===== src/rtl/alu_arbiter.sv =====
// Round-robin arbiter sharing one combinational ALU between two requesters, with a
// one-deep registered response buffer and the architectural condition-code register.
module alu_arbiter #(
    parameter int unsigned W          = 64,
    parameter bit          PRIO_RESET = 1'b0
) (
    input  logic         clk,
    input  logic         rst,

    input  logic         req0_valid,
    output logic         req0_ready,
    input  logic [W-1:0] req0_a,
    input  logic [W-1:0] req0_b,
    input  logic [3:0]   req0_fun,
    input  logic         req0_setcc,

    input  logic         req1_valid,
    output logic         req1_ready,
    input  logic [W-1:0] req1_a,
    input  logic [W-1:0] req1_b,
    input  logic [3:0]   req1_fun,
    input  logic         req1_setcc,

    output logic [W-1:0] alu_input1,
    output logic [W-1:0] alu_input2,
    output logic [3:0]   alu_fun,
    input  logic [W-1:0] alu_valE,
    input  logic [2:0]   alu_cc,

    output logic         rsp_valid,
    output logic         rsp_id,
    output logic [W-1:0] rsp_valE,
    output logic         rsp_err,
    input  logic         rsp_ready,

    output logic [2:0]   cc
);

    logic last_grant;
    logic can_accept;
    logic sel;
    logic sel_setcc;
    logic accept;
    logic fun_ok;

    always_comb begin
        can_accept = !rsp_valid || rsp_ready;

        // With no requester, sel stays 0 so the ALU sees port 0's operands.
        if (req0_valid && req1_valid) begin
            sel = !last_grant;
        end else begin
            sel = req1_valid;
        end

        req0_ready = !rst && can_accept && req0_valid && !sel;
        req1_ready = !rst && can_accept && req1_valid && sel;
        accept     = req0_ready || req1_ready;

        if (sel) begin
            alu_input1 = req1_a;
            alu_input2 = req1_b;
            alu_fun    = req1_fun;
            sel_setcc  = req1_setcc;
        end else begin
            alu_input1 = req0_a;
            alu_input2 = req0_b;
            alu_fun    = req0_fun;
            sel_setcc  = req0_setcc;
        end

        fun_ok = (alu_fun <= 4'd3);
    end

    always_ff @(posedge clk) begin
        if (rst) begin
            rsp_valid  <= 1'b0;
            rsp_id     <= 1'b0;
            rsp_valE   <= '0;
            rsp_err    <= 1'b0;
            cc         <= 3'b100;
            last_grant <= !PRIO_RESET;
        end else if (accept) begin
            rsp_valid  <= 1'b1;
            rsp_id     <= sel;
            last_grant <= sel;
            if (fun_ok) begin
                rsp_valE <= alu_valE;
                rsp_err  <= 1'b0;
                if (sel_setcc) begin
                    cc <= alu_cc;
                end
            end else begin
                // Illegal code: ALU outputs are meaningless and must not reach state.
                rsp_valE <= '0;
                rsp_err  <= 1'b1;
            end
        end else if (rsp_valid && rsp_ready) begin
            rsp_valid <= 1'b0;
        end
    end

endmodule


===== config.mk =====
export PLATFORM = sky130hd
export DESIGN_NAME = alu_arbiter
export DESIGN_NICKNAME = d
export VERILOG_FILES = /design/src/rtl/alu_arbiter.sv
export SDC_FILE = /design/constraint.sdc
export NUM_CORES = 1
export LEC_CHECK = 0
export CAP_MARGIN = 30
export CORE_AREA = 2 2 213 215
export DETAILED_ROUTE_END_ITERATION = 16
export DIE_AREA = 0 0 215 217
export PLACE_DENSITY = 0.43
export SLEW_MARGIN = 10
export SYNTH_ARGS = -nofsm -noshare
export SYNTH_HDL_FRONTEND = slang
export SYNTH_SLANG_ARGS = --single-unit

===== constraint.sdc =====
create_clock -name clk -period 3.46 [get_ports clk]
set_input_delay 0.692 -clock clk [delete_from_list [all_inputs] [get_ports clk]]
set_output_delay 0.692 -clock clk [all_outputs]
set_load 0.01 [all_outputs]

# Word level (Yosys, flattened, before mapping)
# Cells that the tools add are included.
# totals
in_bits	338
wordCells	31
register_bits	71
out_inout_bits	204
# op_classes
mux	9
n_lt_le_gt_ge	1
n_reduce_logical	15
# ops
cell	n
$mux W64	3
$logic_and A1 B1 Y1	7
$mux W1	5
$le A4 B2 Y1 const B	1
$logic_not A1 Y1	4
$mux W4	1
$reduce_and A3 Y1	1
$logic_or A1 B1 Y1	2
$reduce_bool A2 Y1	1

# Depth between registers and ports, before layout
# depth
ltp_word	7
mapped_depth	6
depth_no_buf	4

# Worst setup path after synthesis
# Ideal clock, no wire load.
# synth_path
path_kind	input-to-output
from	in req1_valid
to	out req0_ready
n_path_buf	2
stages	4
arrival_time_ns	1.675
path_slack_ns	1.093
required_time_ns	2.768
cell_sequence	a21boi_2 -> buf_2 -> buf_2 -> nor4b_1
# synth_between
elab_chain_len	4
# synth_rtl
item	line	rtl
from (decl)	17	input logic req1_valid,
$logic_and A1 B1 Y1	50	if (req0_valid && req1_valid) begin
$mux W1 (*)	50	
$logic_not A1 Y1 (*)	56	req0_ready = !rst && can_accept && req0_valid && !sel;
$logic_and A1 B1 Y1 (*)	56	
to (decl)	11	output logic req0_ready,
# Every way passes the cells marked *; elsewhere a longest branch is shown, timed or not.

# Worst setup path in the final report
# layout_path
from	in req1_valid
to	out alu_input1[50]
# layout_between
elab_chain_len	3
# layout_rtl
item	line	rtl
$logic_and A1 B1 Y1	50	
$mux W1 (*)	50	
$mux W64 (*)	60	if (sel) begin
to (decl)	24	output logic [W-1:0] alu_input1,
# Marks and branches as above.

==> results by group <==
Floorplanning
  – Initial core utilization: 0.0945
  – Die height: 217 um
  – Core Area: 44700 um2
  – Die Span X: 215 um
  – Cell Rows: 78
  – Die Area: 46700 um2
  – Top Ports: 542

Setup path
  – Worst reg2reg path depth: 7
  – Reg2reg setup slack: 1470 ps
  – Crit. End Element: primary output
  – Reg2reg start: last_grant
  – Critical path required time: 2770 ps
  – Crit path DAT: 2740 ps
  – Critical Path Start Type: input port
  – Critical path type: input port to primary output
  – Critical Path Source: req1_valid
  – CP Max Fanout: 41

Cells and area
  – Final #Nets: 1345
  – Area Overhead vs Synth: 157%
  – Design area: 10800 um2
  – Share of layout cells above drive strength 1: 0.186
  – Final Core Density: 0.242
  – Layout Cells excl Fill: 1623

Synthesis
  – Commonest cells post-synth: 133 x mux2_2, 71 x dfxtp_1, 68 x a21oi_1
  – Main synth FF type: dfxtp_1
  – FFs w/ async S/R, synth: 0
  – Synthesized area per cell: 8.95 um2
  – Synth top area cells: mux2_2 35%, dfxtp_1 34%, a21oi_1 8.1%
  – Synth Warn #: 0
  – Sequential element share of the synthesized area: 0.337
  – #FFs+latches synth: 71
  – Top cell type by total area after synthesis: mux2_2
  – Syn Nets: 810
  – Yosys top cell area share: 0.355
  – Post-Syn Area: 4220 um2
  – Synth unique cells: 24
  – Top-count cell post-synth: mux2_2
  – EDFF count, synth: 0
  – Mapped Cells: 472

Global route
  – Grt total ovfl: 0
  – Initial antenna violation count: 17
  – First-pass GRT wire length: 49100 um
  – Largest net degree at the start of global routing: 51
  – Vias in the first global route: 5962
  – Total global-route track usage: 0.152

Timing
  – Fin Clk Skew: 9.25 ps
  – Final period utilization: 0.992
  – # setup viols final: 0
  – Final Hold Viols: 0
  – Slew Viols, Final: 0
  – Min Tclk post-route: 3430 ps
  – RSZ-0062 raised after global routing: no
  – Fin worst setup slack: 27.3 ps
  – Worst rel slew slack: 0.579
  – Final setup TNS: 0 ps
  – Slew @ Worst Pin: 631 ps
  – Max Clock Freq: 291 MHz

Drt
  – Number of antenna-violating nets in the routed design: 0
  – TritonRoute pass-1 iters: 4
  – Uppermost layer routed: met5
  – Vias: 5833
  – Metal-1 WL: 14700 um
  – Drt wl/cell: 23.0 um
  – Routed wire length: 37300 um
  – Vias/cell: 3.59
  – Metal2 WL: 17500 um
  – Remaining DRCs: 0
  – Routed length on met3: 3740 um
  – Initial DRC count: 181

Min path
  – HP Start: rsp_valE[14]
  – Hold Path Depth: 2
  – Worst Hold Class: register to register

Pwr
  – PD cells: 284 nW/um2
  – Lkg Pwr: 3.88 nW
  – Seq pwr share: 0.278
  – Peak supply drop: 0.000266 V
  – Clock group share of total power: 0.322
  – Combinational share of power: 0.400
  – Switching pwr: 0.890 mW
  – Internal power: 2.19 mW
  – Switching Share: 0.289

Placed design
  – Setup WS pre-CTS: -54.9 ps
  – Final HPWL DP: 31900 um
  – IO Port Bufs: 541
  – Placed cell area: 10400 um2
  – Placer Congestion: 0.985
  – Placed Instances: 1593

Run
  – Max_cap viols: 0

Clock tree
  – Hold Buf Count CTS: 0
  – Clk_lat worst skew: 350 ps
  – Clock-pin transition on the worst setup and hold timing paths: 60 ps
  – Clock Path Buffers: 2
  – H-tree levels: 3
  – TritonCTS buffer count: 9
  – Root buf cell: clkbuf_16
  – CTS tree: yes
  – Clock sink count: 71

Outcome
  – Status: finished, final reports clean
## metrics by stage
stage	hold WS [ps]	power, mW
finish	450	3.08
floorplan	476	1.26
global placement	437	2.13
detailed placement	443	2.13
CTS	452	3.13
global route	471	3.22
## layout by cell type, fill, tap and decap left out, types with 2 or more instances in the layout
cell type        count
clkdlybuf4s50_1    477
mux2_2             133
dfxtp_1             71
a21oi_1             68
nand3_1             66
nand2_1             64
dlygate4sd2_1       46
buf_4               24
diode_2             11
dlymetal6s2s_1      11
clkbuf_16            9
buf_12               7
nor2_1               5
nor3b_1              3
o21ai_1              3
inv_6                2
bufbuf_16            2
## worst paths after layout
path                                       end
worst max register to register    rsp_valE[30]
worst min-delay path              rsp_valE[14]
worst max-delay path            alu_input1[50]
worst min register to register    rsp_valE[14]
## critical path, cell delays in order
cell and delay, ps:
clkdlybuf4s50_1 490, a21boi_4 200, buf_12 140, buf_16 210
mux2_2 370, clkdlybuf4s50_1 570
## power by group through the flow
stage | sequential (mW) | clock, mW | combinational [mW]
2_1_floorplan | 0.881 | 0 | 0.378
3_3_place_gp | 0.871 | 0 | 1.26
3_5_place_dp | 0.871 | 0 | 1.26
4_1_cts | 0.854 | 1.03 | 1.25
5_1_grt | 0.856 | 1.06 | 1.30
6_report | 0.853 | 0.991 | 1.23
## routing by layer
layer / vias to the layer above / GRT usage
met5: - / 0
met4: 6 / 0.0706
met3: 34 / 0.0653
met2: 308 / 0.242
met1: 2730 / 0.175
li1: 2755 / -
## repair_timing
| action | CTS | global route |
|---|---|---|
| endpoints found under the setup margin | 7 | 10 |
| gates resized for setup | 46 | 12 |
| buffers inserted | 1 | 0 |
| gates cloned | 2 | 0 |
## cell families (layout without fill, tap and decap cells)
family / Yosys count / after routing / synth area share
DFF: 71 / 71 / 0.337
AOI/OAI and AO/OA: 75 / 75 / 0.0919
other: 0 / 11 / 0
muxes: 135 / 135 / 0.360
buffers and inverters: 45 / 585 / 0.0519
and+or+nand+nor: 146 / 146 / 0.160
## flip-flops by register name, indices dropped and copies added (netlist names)
register,flops
cc,3
last_grant,1
rsp_err,1
rsp_id,1
rsp_valE,64
rsp_valid,1
## cell type report
| type | count | area, um2 |
|---|---|---|
| Multi-Input combinational cell | 356 | 2600 |
| Clock inverter | 5 | 63.8 |
| Clock buffer | 11 | 243 |
| Timing Repair Buffer | 569 | 5730 |
| Tap cell | 600 | 751 |
| Fill cell | 4914 | 33900 |
| Antenna cell | 11 | 27.5 |
| Sequential cell | 71 | 1420 |
No activity file was read; power rests on OpenSTA's default activity.
